--- src/rtl/dkong_input_pkg.sv ---
// Shared constants for the Donkey Kong cabinet input conditioner.
//   - Channel indices for the board switch bundle feeding IN0/IN1/IN2.
//   - DEF_PULSE_MASK: coin switch in one-shot pulse mode, all others level.
//   - cnt_width(): width of a counter that must hold values 0..n.
package dkong_input_pkg;

  localparam int P1_R    = 0;
  localparam int P1_L    = 1;
  localparam int P1_U    = 2;
  localparam int P1_D    = 3;
  localparam int P1_B1   = 4;
  localparam int P2_R    = 5;
  localparam int P2_L    = 6;
  localparam int P2_U    = 7;
  localparam int P2_D    = 8;
  localparam int P2_B1   = 9;
  localparam int P1_SW   = 10;
  localparam int P2_SW   = 11;
  localparam int COIN_SW = 12;

  localparam int          DEF_NUM_CH     = 16;
  localparam logic [31:0] DEF_PULSE_MASK = 32'(1) << COIN_SW;

  function automatic int cnt_width(input int n);
    return (n < 1) ? 1 : $clog2(n + 1);
  endfunction

endpackage

--- src/rtl/dkong_input_conditioner_if.sv ---
// Switch bundle between the board pins and the system input ports.
//   sw_in       raw switch levels (1 = pressed), driven by the board side
//   sw_state    conditioned level per channel
//   press_evt   one-cycle pulse on accepted press
//   release_evt one-cycle pulse on accepted release
//   any_change  OR of all press/release events
// master = pin side (drives sw_in), slave = conditioner.
interface dkong_input_conditioner_if #(
  parameter int NUM_CH = 16
);
  logic [NUM_CH-1:0] sw_in;
  logic [NUM_CH-1:0] sw_state;
  logic [NUM_CH-1:0] press_evt;
  logic [NUM_CH-1:0] release_evt;
  logic              any_change;

  modport master (
    output sw_in,
    input  sw_state, press_evt, release_evt, any_change
  );

  modport slave (
    input  sw_in,
    output sw_state, press_evt, release_evt, any_change
  );
endinterface

--- src/rtl/dkong_input_debounce_ch.sv ---
// One switch channel: two-flop synchroniser, stable-count debounce,
// optional one-shot pulse stretcher, registered press/release events.
//   gclk        clock
//   grst_n      synchronous active-low reset
//   sw_raw      asynchronous raw switch level
//   level       debounced level (level mode) or pulse (pulse mode)
//   press_evt   high in the cycle the accepted level first shows 1
//   release_evt high in the cycle the accepted level first shows 0
module dkong_input_debounce_ch
  import dkong_input_pkg::*;
#(
  parameter int DEBOUNCE_CYCLES = 1024,
  parameter int PULSE_CYCLES    = 4096,
  parameter bit PULSE_MODE      = 1'b0,
  parameter bit ENA             = 1'b1
) (
  input  logic gclk,
  input  logic grst_n,
  input  logic sw_raw,
  output logic level,
  output logic press_evt,
  output logic release_evt
);

  localparam int CW = cnt_width(DEBOUNCE_CYCLES);
  localparam int PW = cnt_width(PULSE_CYCLES);

  logic          s1, s2, stable, pulse;
  logic [CW-1:0] cnt;
  logic [PW-1:0] pcnt;
  logic          accept;

  // s2 has disagreed with stable for DEBOUNCE_CYCLES consecutive edges
  assign accept = (s2 != stable) && (cnt == CW'(DEBOUNCE_CYCLES - 1));

  always_ff @(posedge gclk) begin
    if (!grst_n || !ENA) begin
      s1          <= 1'b0;
      s2          <= 1'b0;
      stable      <= 1'b0;
      cnt         <= '0;
      pulse       <= 1'b0;
      pcnt        <= '0;
      press_evt   <= 1'b0;
      release_evt <= 1'b0;
    end else begin
      s1          <= sw_raw;
      s2          <= s1;
      press_evt   <= 1'b0;
      release_evt <= 1'b0;

      if (s2 != stable) begin
        if (accept) begin
          stable <= s2;
          cnt    <= '0;
          // a press landing inside an active pulse is swallowed entirely
          if (s2) press_evt   <= !(PULSE_MODE && pulse);
          else    release_evt <= 1'b1;
        end else begin
          cnt <= cnt + 1'b1;
        end
      end else begin
        cnt <= '0;
      end

      // pulse ignores releases and re-presses until it has run its length
      if (PULSE_MODE) begin
        if (pulse) begin
          if (pcnt == PW'(PULSE_CYCLES - 1)) pulse <= 1'b0;
          else                               pcnt  <= pcnt + 1'b1;
        end else if (accept && s2) begin
          pulse <= 1'b1;
          pcnt  <= '0;
        end
      end
    end
  end

  assign level = PULSE_MODE ? pulse : stable;

endmodule

--- src/rtl/dkong_input_conditioner.sv ---
// Multi-channel cabinet switch conditioner.
//   masterclk  system clock, rising edge
//   rst_n      synchronous active-low reset
//   bus        dkong_input_conditioner_if.slave (sw_in in; sw_state,
//              press_evt, release_evt, any_change out)
// Per-channel work lives in dkong_input_debounce_ch; this level applies the
// enable mask, output polarity and the any_change reduction.
module dkong_input_conditioner
  import dkong_input_pkg::*;
#(
  parameter int                NUM_CH          = DEF_NUM_CH,
  parameter int                DEBOUNCE_CYCLES = 1024,
  parameter int                PULSE_CYCLES    = 4096,
  parameter logic [NUM_CH-1:0] PULSE_MASK      = '0,
  parameter logic [NUM_CH-1:0] CH_ENA          = '1,
  parameter bit                INVERT_OUT      = 1'b0
) (
  input  logic                       masterclk,
  input  logic                       rst_n,
  dkong_input_conditioner_if.slave   bus
);

  logic [NUM_CH-1:0] level, press, rel;

  for (genvar i = 0; i < NUM_CH; i++) begin : g_ch
    dkong_input_debounce_ch #(
      .DEBOUNCE_CYCLES (DEBOUNCE_CYCLES),
      .PULSE_CYCLES    (PULSE_CYCLES),
      .PULSE_MODE      (PULSE_MASK[i]),
      .ENA             (CH_ENA[i])
    ) u_ch (
      .gclk        (masterclk),
      .grst_n      (rst_n),
      .sw_raw      (bus.sw_in[i]),
      .level       (level[i]),
      .press_evt   (press[i]),
      .release_evt (rel[i])
    );
  end

  // disabled channels read as released in whatever polarity is selected
  assign bus.sw_state    = (level & CH_ENA) ^ {NUM_CH{INVERT_OUT}};
  assign bus.press_evt   = press & CH_ENA;
  assign bus.release_evt = rel & CH_ENA;
  assign bus.any_change  = |((press | rel) & CH_ENA);

endmodule
--- src/flat_wrapper.sv ---
// flat-port wrapper written by rule: the top's interface ports become plain ports
module dkong_input_conditioner_flat import dkong_input_pkg::*;
#(
  parameter int                NUM_CH          = DEF_NUM_CH,
  parameter int                DEBOUNCE_CYCLES = 1024,
  parameter int                PULSE_CYCLES    = 4096,
  parameter logic [NUM_CH-1:0] PULSE_MASK      = '0,
  parameter logic [NUM_CH-1:0] CH_ENA          = '1,
  parameter bit                INVERT_OUT      = 1'b0
)
  (masterclk, rst_n, bus_sw_in, bus_sw_state, bus_press_evt, bus_release_evt, bus_any_change);
  dkong_input_conditioner_if #(.NUM_CH(NUM_CH)) bus_i ();
  input  logic masterclk;
  input  logic rst_n;
  input wire logic [$bits(bus_i.sw_in)-1:0] bus_sw_in;
  output wire logic [$bits(bus_i.sw_state)-1:0] bus_sw_state;
  output wire logic [$bits(bus_i.press_evt)-1:0] bus_press_evt;
  output wire logic [$bits(bus_i.release_evt)-1:0] bus_release_evt;
  output wire logic [$bits(bus_i.any_change)-1:0] bus_any_change;
  assign bus_i.sw_in = bus_sw_in;
  assign bus_sw_state = bus_i.sw_state;
  assign bus_press_evt = bus_i.press_evt;
  assign bus_release_evt = bus_i.release_evt;
  assign bus_any_change = bus_i.any_change;
  dkong_input_conditioner #(.NUM_CH(NUM_CH), .DEBOUNCE_CYCLES(DEBOUNCE_CYCLES), .PULSE_CYCLES(PULSE_CYCLES), .PULSE_MASK(PULSE_MASK), .CH_ENA(CH_ENA), .INVERT_OUT(INVERT_OUT)) u_core (.masterclk(masterclk), .rst_n(rst_n), .bus(bus_i));
endmodule
--- config.mk ---
export PLATFORM = sky130hd
export DESIGN_NAME = dkong_input_conditioner_flat
export DESIGN_NICKNAME = d
export VERILOG_FILES = /design/src/rtl/dkong_input_pkg.sv /design/src/rtl/dkong_input_conditioner_if.sv /design/src/rtl/dkong_input_debounce_ch.sv /design/src/rtl/dkong_input_conditioner.sv /design/src/flat_wrapper.sv
export SDC_FILE = /design/constraint.sdc
export NUM_CORES = 1
export LEC_CHECK = 0
export BUFFER_PORTS_ARGS = -buffer_cell sky130_fd_sc_hd__buf_2
export CAP_MARGIN = 10
export CORE_MARGIN = 5
export CORE_UTILIZATION = 45
export CTS_BUF_LIST = sky130_fd_sc_hd__clkbuf_2 sky130_fd_sc_hd__clkbuf_4 sky130_fd_sc_hd__clkbuf_8
export CTS_CLUSTER_SIZE = 40
export DETAILED_ROUTE_END_ITERATION = 10
export GPL_ROUTABILITY_DRIVEN = 0
export PLACE_DENSITY = 0.64
export SYNTH_ARGS = -nofsm -noshare
export SYNTH_HDL_FRONTEND = slang
export SYNTH_SLANG_ARGS = --single-unit
--- constraint.sdc ---
create_clock -name masterclk -period 2.4 [get_ports masterclk]
set_clock_uncertainty 0.05 [all_clocks]
set_input_delay 0.6 -clock masterclk [delete_from_list [all_inputs] [get_ports masterclk]]
set_output_delay 0.6 -clock masterclk [all_outputs]
set_load 0.02 [all_outputs]
==> results of run 1 <==
-- cell type report --
class | instances | share of cell area
flip-flops and latches | 256 | 0.4360
repair buffers | 73 | 0.03438
well taps | 313 | 0.03331
clock buffers | 76 | 0.08099
multi-input cells | 755 | 0.4031
clock inverters | 5 | 0.005109
inverters | 22 | 0.007024
-- flip-flops by register name, summed over array words and instances, names as in the netlist --
name	cells
u_core.g_ch.u_ch.cnt	176
u_core.g_ch.u_ch.level	16
u_core.g_ch.u_ch.press_evt	16
u_core.g_ch.u_ch.release_evt	16
u_core.g_ch.u_ch.s1	16
u_core.g_ch.u_ch.s2	16
-- metrics by stage --
step,setup TNS [ps],worst slack [ps]
floorplan,0,753.5
global placement,0,313.7
detailed placement,0,347.2
CTS,-125.2,-125.2
global route,-173.5,-173.5
finish,-94.40,-94.40
-- worst max-delay path by stage --
stage | to | slack [ps] | start | cells past startpoint
after floorplan | bus_any_change | 750 | u_core.g_ch[12].u_ch.press_evt | 3
after global placement | bus_any_change | 310 | u_core.g_ch[3].u_ch.press_evt | 4
after detailed placement | bus_any_change | 350 | u_core.g_ch[3].u_ch.press_evt | 4
after CTS | bus_any_change | -130 | u_core.g_ch[2].u_ch.release_evt | 5
after global routing | bus_any_change | -170 | u_core.g_ch[2].u_ch.release_evt | 5
final | bus_any_change | -90 | u_core.g_ch[2].u_ch.release_evt | 5
-- synthesized netlist by cell type, types with 15 or more instances --
cell | count | area share
inv_1 | 22 | 0.0079
nand2_1 | 78 | 0.028
nor2b_1 | 15 | 0.0090
and3_1 | 17 | 0.010
dfxtp_1 | 256 | 0.49
nor2_1 | 182 | 0.065
nand4_1 | 27 | 0.016
buf_4 | 61 | 0.044
ha_1 | 16 | 0.019
and2_1 | 32 | 0.019
xor2_1 | 57 | 0.048
nand3_1 | 76 | 0.036
nor3_1 | 29 | 0.014
nor3b_1 | 33 | 0.024
o21ai_0 | 27 | 0.013
xnor2_1 | 73 | 0.061
-- placed cells by master (no fill, tap or decap), types with 11 or more instances in the layout --
master and instances:
nor3b_1 33, xor2_1 57, nand4_1 27, or2_1 13
ha_1 16, dfxtp_1 255, nor4_4 11, clkbuf_4 15
nor2b_1 15, clkbuf_8 61, and3_1 17, inv_1 22
nor3_1 29, and2_1 32, xnor2_1 73, buf_2 64
nand3_1 76, nand2_1 78, nor2_1 182, o21ai_0 27
-- routing by layer --
metal  GRT usage  vias up
li1            -     3770
met5           0        -
met3     0.03822       34
met4     0.05306        0
met1      0.1919     3228
met2      0.2275       93
-- critical path: cells and delay by family (launching register included) --
family	cells	cell delay, ps
AND/OR/NAND/NOR	3	690
flip-flops	1	320
buffers and inverters	2	290
-- cells by family (layout without fill, tap and decap cells) --
| kind of cell | after synthesis | in the layout | share of synthesized area |
|---|---|---|---|
| XOR/XNOR | 130 | 130 | 0.1089 |
| flip-flops | 256 | 256 | 0.4900 |
| AND/OR/NAND/NOR | 566 | 566 | 0.2997 |
| AO/OA/AOI/OAI | 41 | 41 | 0.02010 |
| adder cells (fa/ha/maj) | 16 | 16 | 0.01914 |
| multiplexers | 2 | 2 | 0.001914 |
| buffers and inverters | 97 | 176 | 0.06029 |
-- report_power, final --
group | internal [W] | switching, W
sequential | 0.00429 | 0.0000225
clock | 0.00260 | 0.00172
combinational | 0.0000474 | 0.0000648
total | 0.00694 | 0.00181
-- timing repair --
action / in CTS / in global routing
buffers inserted: 0 / 0
gates resized for setup: 8 / 1
pin swaps: 2 / 0
cloned: 0 / 0
setup endpoints to repair: 1 / 1
==> run summary, run 1 <==
The run finished, with violations left. The final reports fail on negative setup slack. Number of endpoints failing setup at the final stage: 1. For this run, the post-layout net count is 1187.

Detailed routing inserted a total of 7125 vias. The setup path with the least slack is of type reg2out. Wires add up to 18.87 mm.

The run gives 0.6945 as the normalized max-slew margin. The initial standard-cell utilization of the core was 0.4592. The amount of wire on met3 after detailed routing came out at 931 um. The share of flip-flops with an asynchronous set or reset after synthesis works out to 0.

During synthesis, Yosys emitted a total of 0 warnings. Setup repair after global routing could not meet its margin everywhere. For the remaining number of nets flagged by the antenna check after routing, the log shows 0.

67 I/O pins were placed. The wire length of the first global-routing pass was 31.97 mm; the total power density per cell area was 743.8 nW/um^2. The logs give 1500 for the final standard cell count with taps included and fillers excluded and 5126 sq um for the footprint of the flip-flops and latches.

The pre-antenna-repair detailed-routing pass consisted of 5 iterations. Port buffering added 66 buffers. The filler cells instantiated in the layout total 2145. The worst register-to-register path has a depth of 5. After routing the design area is 11760 sq um. The core area is 22780 sq um, and the sink count of the clock tree is 256.

The logs give -94.40 ps for the setup slack after layout and 550 ps for the clock network latency to the later pin of the worst-skew pair. The shortest period the worst path allows is 2494 ps, and the number of DRC markers in iteration 0 is 303. Die height: 162.5 um. The pin count of the biggest net entering global routing was 40.

The top flip-flop cell by instance count after synthesis is dfxtp_1. CTS built an H-tree with a depth of 2. The via count of the first global-routing pass was 6813; the worst-case clock buffer depth was 3. The diode insertion count for antenna repair came out at 0.

Initial antenna violation count: 0. The worst setup path is launched from a register. The wire length the detailed router placed on met1 came out at 9.133 mm. The final-report max-slew violation count was 0; the remaining routing DRC violations was 0. For the net count of the mapped netlist, the log shows 1142. Pin slew with the least headroom to its limit: 453.4 ps. The die covers 26390 sq um. The width of the die is 162.5 um, and the number of max-cap violations is 0. The overall fraction of global-route tracks in use was 0.1447. Wire segments on met2 add up to 8.363 mm in the final route. The worst-case hold slack is 207.2 ps, and the sum of overflow across all layers after global routing is 0. The path with the worst hold slack has its endpoint at u_core.g_ch[4].u_ch.s1. Routed wirelength normalized by instance count: 12.58 um.

Synthesis inferred 256 register bits. The multi-input combinational cells in the finished layout cover a total of 4740 sq um. Signal routing reaches up to met4. Count of endpoints failing hold in the final timing report: 0. Number of instances in the synthesized netlist: 1108. The maximum clock rate was 400.9 MHz. The startpoint identified for the worst register-to-register timing path is u_core.g_ch[15].u_ch.cnt[0].

Counting flops with a built-in enable in the synthesized netlist gives 0. For the share of synthesized area occupied by flip-flops and latches, the log shows 0.4900. The master of the slowest instance on the critical path was dfxtp_2. The worst-case IR drop observed on VDD is 0.0003738 V. In this run the worst path has a maximum fanout of 2. Hold repair after CTS inserted 0 buffers. The number of stages on the worst hold path was 2; the total power was 0.008744 W. In this run the core area contains 55 standard-cell rows. The clock edge transition at the registers on the reported setup and hold paths was 50 ps.

TritonCTS built the clock tree. The data required time of the worst path is 1750 ps, and the mean cell area of the mapped netlist is 9.439 sq um. The critical path goes through nor4_2, buf_4, nand4_1, or2_4, buf_6. The detailed placement HPWL is 13.28 mm, and the number of placed instances with taps included is 1419. The worst register-to-register path ends at u_core.g_ch[15].u_ch.cnt[7]. Distinct cell type count after synthesis: 39. For this design the static power due to leakage is 4.143 nW. The launch point of the worst hold path was bus_sw_in[4]. The critical path capture point type was an output port. The critical path data arrival time is 1840 ps, and the share of cells above drive strength 1 is 0.1634. The CTS root buffer is clkbuf_8. For the post-synthesis cell area, the log shows 10460 sq um. Once placement finished, the instance area stood at 10700 sq um. The tools report the final cell utilization of the core as 0.5161. In this run, CTS created clock tree buffers numbering 45. The delay of the slowest cell on the worst path was 320 ps; the register-to-register path setup slack was 570 ps. After detailed routing, the number of vias per cell comes to 4.750. Layout overhead on the synthesized area: 12.41%. Classification of the worst-slack hold path: in2reg. Final worst-path cycle share: 1.039.
(Power assumes the default switching activity.)
==> inputs of run 2 (changes only) <==
--- a/config.mk
+++ b/config.mk
@@ -8,12 +8,12 @@
 export BUFFER_PORTS_ARGS = -buffer_cell sky130_fd_sc_hd__buf_2
 export CAP_MARGIN = 10
 export CORE_MARGIN = 5
-export CORE_UTILIZATION = 45
+export CORE_UTILIZATION = 50
 export CTS_BUF_LIST = sky130_fd_sc_hd__clkbuf_2 sky130_fd_sc_hd__clkbuf_4 sky130_fd_sc_hd__clkbuf_8
 export CTS_CLUSTER_SIZE = 40
 export DETAILED_ROUTE_END_ITERATION = 10
 export GPL_ROUTABILITY_DRIVEN = 0
-export PLACE_DENSITY = 0.64
+export PLACE_DENSITY = 0.7
 export SYNTH_ARGS = -nofsm -noshare
 export SYNTH_HDL_FRONTEND = slang
 export SYNTH_SLANG_ARGS = --single-unit
==> run 2 against run 1 <==
- worst hold slack improved by 19 ps
- sequential cell count did not move
- the flow still finishes with violations (negative setup slack)
- combinational power decreased by 4%
- critical endpoint unchanged
- final area is 1.3% lower
- cell count down 3.1%
- register-to-register slack better by 40 ps
- utilization is 4.1 points higher
- sequential power about the same
- critical path depth did not move
- critical path type unchanged
==> run summary, run 2 (synthesis results as in run 1) <==
The run finished, with violations left. The checks that failed: negative setup slack. The top cell types in the final layout, fill and taps aside, are dfxtp_1, nor2_1, nand2_1. The share of cells above drive strength 1 is 0.1569. For this design the static power due to leakage is 4.086 nW.

The logs give 0.5570 for the final cell utilization of the core and 0 for the initial antenna violation count. The tools report the via count of the first global-routing pass as 6876. For this run, design rule violations remaining after detail routing come to 0.

The tools report the sink count of the clock tree as 256. The count of endpoints failing hold in the final timing report is 0, and the die height is 154.6 um. 0 antenna diodes ended up in the layout. Leaving out fill and tap cells, the most frequent cell in the layout is dfxtp_1. Max-cap violations in this run came to 0.

The tools report the initial standard-cell utilization of the core as 0.5023. For the pin count of the biggest net entering global routing, the log shows 41. The tree is rooted in a clkbuf_8. The quantity of hold-fixing buffers added after cts is 0. The classification of the worst-slack hold path was in2reg.

Dividing the detail-routed wire length by the instance count gives 12.89 um. Critical-path maximum fanout: 2. TritonCTS built the clock tree. The internal portion of the total power is 0.006751 W. The register with the most flip-flops in the layout has 176 of them. Summing all non-filler instances in the final layout gives an area of 11600 sq um.

The total power density per cell area was 730.8 nW/um^2. The number of endpoints failing setup at the final stage came out at 1. The pin slew with the least headroom to its limit was 479.3 ps. Clock network latency to the later pin of the worst-skew pair: 530 ps. The critical path capture point type is an output port. For the final-report max-slew violation count, the log shows 0.

After global routing the overflow that remains totals 0. The share of total power in sequential cells came out at 0.508. Critical path startpoint category: a register. Derived from the worst setup path, the maximum achievable clock frequency is 407.4 MHz.

The register with the most flip-flops in the final layout is u_core.g_ch.u_ch.cnt. From left edge to right edge, the die measures 154.6 um. Once detailed placement completed, the half-perimeter wirelength came to 13.37 mm. The core area was 20820 sq um; the total power was 0.008476 W.

The number of setup buffers added after CTS is 0, and the net switching share of the total power is 0.2035. Counting along the longest clock path gives a buffer depth of 3. Summing all placed instances gives a cell area of 10630 sq um. In this run, CTS created clock tree buffers numbering 42. Setup repair after global routing could not meet its margin everywhere.

The floorplan has 53 rows. Shortest period the worst path allows: 2455 ps. The setup slack after layout was -54.61 ps; the maximum VDD drop was 0.0004196 V.

In this run the remaining antenna-violating nets after routing total 0. Part of the power in the clock network: 0.479. The first global-routing pass estimated 32.00 mm of wire. The clock edge transition at the registers on the reported setup and hold paths came out at 60 ps. In the routed layout, each cell is associated on average with a via count of 4.913. Data arrives at the worst endpoint at 1800 ps. The net switching power came out at 0.001725 W. The layout overhead on the synthesized area works out to 10.90%.

The final worst-path cycle share is 1.023, and the area enclosed by the die boundary is 23910 sq um. The critical path is of the reg2out type. The first detailed-routing pass took 4 iterations. The routed layout has 7143 vias.

The tools report the number of DRC markers in iteration 0 as 289. Before CTS, the worst setup slack after placement is 388.3 ps. The normalized max-slew margin is 0.6771, and the sum of routed wire length over all layers is 18.74 mm.

The number of buffers inserted by port buffering is 66, and the overall fraction of global-route tracks in use is 0.1593. Summed over all failing endpoints, the final setup total negative slack is -54.61 ps. The final-stage net count was 1181; the relative contribution of combinational cells to total power was 0.013. Data on the critical path is required at its endpoint by 1750 ps.

For this design the top-level I/O count stands at 67. For the H-tree depth, the log shows 2.
[run 2: critical path: stages (launching register included)]
cell and delay (ps):
dfxtp_2 320, nor4_2 260, buf_4 150, nand4_1 140, or2_4 280, buf_6 140
[run 2: metrics by stage]
stage               std cells  hold WS (ps)
floorplan                1108         361.9
global placement         1378         365.3
detailed placement       1378         371.4
CTS                      1454         183.6
global route             1454         205.3
finish                   1454         226.3
[run 2: path summary, 6_finish.rpt]
check	start	endpoint	slack, ps	depth (start not counted)
worst max-delay path	u_core.g_ch[5].u_ch.press_evt	bus_any_change	-50	5
worst min-delay path	bus_sw_in[14]	u_core.g_ch[14].u_ch.s1	230	2
worst max register to register	u_core.g_ch[15].u_ch.cnt[0]	u_core.g_ch[15].u_ch.cnt[4]	610	5
worst min register to register	u_core.g_ch[10].u_ch.s1	u_core.g_ch[10].u_ch.s2	380	1
[run 2: final cells by class]
| cell class | count | area (sq um) |
|---|---|---|
| Clock buffer | 70 | 882.1 |
| Clock inverter | 6 | 57.56 |
| Fill cell | 1900 | 9224 |
| Inverter | 22 | 82.58 |
| Multi-Input combinational cell | 755 | 4725 |
| Sequential cell | 256 | 5126 |
| Tap cell | 275 | 344.1 |
| Timing Repair Buffer | 70 | 381.6 |
[run 2: power by group through the flow]
stage,registers [W],clock network (W),logic (W)
after CTS,0.00431,0.00419,0.000110
after detailed placement,0.00440,0,0.000110
after global placement,0.00440,0,0.000108
final,0.00431,0.00406,0.000108
after global routing,0.00431,0.00440,0.000124
after floorplan,0.00439,0,0.0000859
[run 2: layer usage]
layer / part of all wire / wire (um) / global-route usage
met1: 0.46 / 8662 / 0.2033
met2: 0.46 / 8600 / 0.2594
met3: 0.047 / 885 / 0.03442
met4: 0.031 / 588 / 0.07191
met5: 0 / 0 / 0
[run 2: repair_timing]
item	4_1_cts	5_1_grt
gates resized for setup	6	1
hold endpoints to repair	0	0
endpoints found under the setup margin	1	1
pin swaps	2	1
==> inputs of run 3 (changes only) <==
--- a/config.mk
+++ b/config.mk
@@ -13,7 +13,7 @@
 export CTS_CLUSTER_SIZE = 40
 export DETAILED_ROUTE_END_ITERATION = 10
 export GPL_ROUTABILITY_DRIVEN = 0
-export PLACE_DENSITY = 0.7
+export PLACE_DENSITY_LB_ADDON = 0.2
 export SYNTH_ARGS = -nofsm -noshare
 export SYNTH_HDL_FRONTEND = slang
 export SYNTH_SLANG_ARGS = --single-unit
==> run 3 against run 2 <==
- the flow still finishes with violations (negative setup slack)
- non-clock buffer count grew 3
- utilization shrank 0.10 points
- sequential cell count is the same
- via count shrank 0.56%
- setup slack lost 19 ps
- maximum frequency shrank 0.78%
- die area is the same
- cell count shrank 0.21%
- routed wire length shrank 0.12%
- global-route usage grew 0.14 points
- register-to-register slack lost 20 ps
- critical endpoint unchanged
- largest cell class unchanged
- highest routed layer unchanged
==> run summary, run 3 (synthesis results as in run 1) <==
The share of cells above drive strength 1 is 0.1531, and the remaining routing DRC violations is 0. The final reports fail on negative setup slack. The worst-case IR drop observed on VDD is 0.0004649 V. Fill cells in the final layout number 1920. The critical path in this run is classified as reg2out. For this block, the routed nets add up to 18.71 mm of wire. The via count of the first global-routing pass was 6730; the number of buffers inserted by port buffering was 66. For the relative contribution of combinational cells to total power, the log shows 0.014. The first TritonRoute pass finished after 4 iterations. For the share of total power in sequential cells, the log shows 0.512. The library cell used most frequently in the layout, excluding fill and tap cells, is dfxtp_1. The analysis attributes to net switching a power of 0.001714 W.

The tools report the number of endpoints failing setup at the final stage as 1. The sink count of the clock tree is 256, and the number of primary I/O pins is 67. The shortest period the worst path allows came out at 2474 ps. Hold is met by 219.4 ps. 0 antenna diodes ended up in the layout.

The clock network latency to the later pin of the worst-skew pair came out at 540 ps. The number of DRC markers in iteration 0 is 302. After clock tree synthesis, the flow added hold-fix buffers numbering 0.

The initial antenna violation count is 0, and the pin count of the biggest net entering global routing is 26. The tools report the number of max-cap violations as 0. The H-tree was split into 2 levels.

After clock tree synthesis, the clock-pin slew on the worst setup and hold paths is 60 ps. Relative to the synthesized area, the layout overhead comes to 10.70%. For the pin with the worst max-slew slack, the measured transition is 455.6 ps. The count of endpoints failing hold in the final timing report was 0. In this run the static leakage power is 4.080 nW.

The startpoint identified for the worst hold timing path is bus_sw_in[6]. The remaining number of nets flagged by the antenna check after routing was 0. STA classifies the critical path endpoint as an output port. The run gives 0.5023 as the initial standard-cell utilization of the core.

Wire length of the first global-routing pass: 32.13 mm. The run gives 7103 as the routed via count. Normalized max-slew margin: 0.6935. The number of setup buffers added after CTS is 0. The final-stage net count is 1184.

The floorplan step set the die width to 154.6 um. The register with the most flip-flops in the layout has 176 of them. In this run the clock root is driven by a clkbuf_8.

The worst hold path passes through 2 cells. Part of the power in the clock network: 0.474. The internal cell power came out at 0.006692 W. Leaving out fill and tap cells, the most frequent cells in the layout are dfxtp_1, nor2_1, nand2_1. The critical path goes through nor4_2, buf_4, nand4_1, or2_4, buf_6. The logs give 404.2 MHz for the maximum clock rate and 0 for the sum of overflow across all layers after global routing.

The run gives 42 as the number of buffers inserted during clock tree synthesis. STA puts the critical path data required time at 1750 ps. The critical path startpoint category is a register. The total power density per cell area works out to 726.0 nW/um^2.

The register with the most flip-flops in the final layout is u_core.g_ch.u_ch.cnt. For the overall fraction of global-route tracks in use, the log shows 0.1607. Among all stages on the critical path, the largest delay is contributed by dfxtp_2. The via count normalized by instance count is 4.895, and the final cell utilization of the core is 0.5560.

The critical-path maximum fanout came out at 2. Endpoint of the worst register-to-register path: u_core.g_ch[15].u_ch.cnt[7]. The tools report the launching point of the worst reg2reg path as u_core.g_ch[15].u_ch.cnt[0]. The critical path data arrival time is 1820 ps, and the number of placed instances with taps included is 1381. The flow ran to the end, but the final reports show violations. Setup slack on the worst reg-to-reg path comes out at 590 ps.

In this run the deepest clock path goes through 3 buffers. The net switching share of the total power came out at 0.2039. The number of gates resized after cts is 4. The path class of the tightest hold or removal check is in2reg. The die is 154.6 um tall. Once layout is complete, the cells apart from fillers number 1451. The routed wirelength normalized by instance count was 12.90 um; the standard-cell row count was 53. The setup slack after layout is -73.96 ps.

The logs give 0.008406 W for the total power and 23910 sq um for the area enclosed by the die boundary. The worst hold path terminates at u_core.g_ch[6].u_ch.s1. The region available for standard cell placement spans 20820 sq um. Final worst-path cycle share: 1.031. The delay of the slowest cell on the worst path was 320 ps; the detailed placement HPWL was 13.45 mm. The worst register-to-register path has a depth of 5.

TritonCTS built the clock tree. The final-report max-slew violation count was 0. Setup repair after global routing could not meet its margin everywhere.
run 3: cell count changes in the layout (fill, tap and decap cells not counted), sizes merged:
cell      delta
buf          +3
bufinv       +1
clkbuf       -7
clkinv       +1
clkinvlp     -1
run 3: critical path, delay by kind of cell (launching register included):
kind                   cells  cell delay (ps)
buffers and inverters      2              290
AND/OR/NAND/NOR            3              670
flip-flops                 1              320
run 3: through the flow:
step	worst slack, ps	setup TNS, ps	cell area, sq um
CTS	-150.2	-150.2	11580
global route	-186.5	-186.5	11580
detailed placement	344.0	0	10670
global placement	349.2	0	10670
floorplan	753.5	0	10460
finish	-73.96	-73.96	11580
run 3: final cells by class:
type	count	area (sq um)	area share
timing repair buffer	73	416.7	0.03599
sequential	256	5126	0.4428
clock inverter	7	85.08	0.007349
clock buffer	63	810.8	0.07003
multi-input combinational	755	4712	0.4070
tap	275	344.1	0.02972
inverter	22	82.58	0.007133
run 3: worst max path at each step:
stage                                               start              to  slack, ps  cells past startpoint
after floorplan            u_core.g_ch[12].u_ch.press_evt  bus_any_change        750                      3
after global placement    u_core.g_ch[2].u_ch.release_evt  bus_any_change        350                      4
after detailed placement  u_core.g_ch[4].u_ch.release_evt  bus_any_change        340                      5
after CTS                 u_core.g_ch[4].u_ch.release_evt  bus_any_change       -150                      5
after global routing      u_core.g_ch[4].u_ch.release_evt  bus_any_change       -190                      5
final                     u_core.g_ch[4].u_ch.release_evt  bus_any_change        -70                      5
run 3: power groups by stage:
stage / Combinational (W) / Sequential [W] / Clock, W
after floorplan: 0.0000859 / 0.00439 / 0
after global placement: 0.000116 / 0.00440 / 0
after detailed placement: 0.000117 / 0.00440 / 0
after CTS: 0.000117 / 0.00431 / 0.00413
after global routing: 0.000132 / 0.00431 / 0.00434
final: 0.000114 / 0.00431 / 0.00398
run 3: metal layers:
metal | vias to the layer above | wire length, um | global-route usage | part of all wire
li1 | 3738 | - | - | -
met4 | 0 | 525 | 0.06056 | 0.028
met1 | 3199 | 8925 | 0.2149 | 0.48
met5 | - | 0 | 0 | 0
met2 | 123 | 8262 | 0.2500 | 0.44
met3 | 43 | 999 | 0.04281 | 0.053
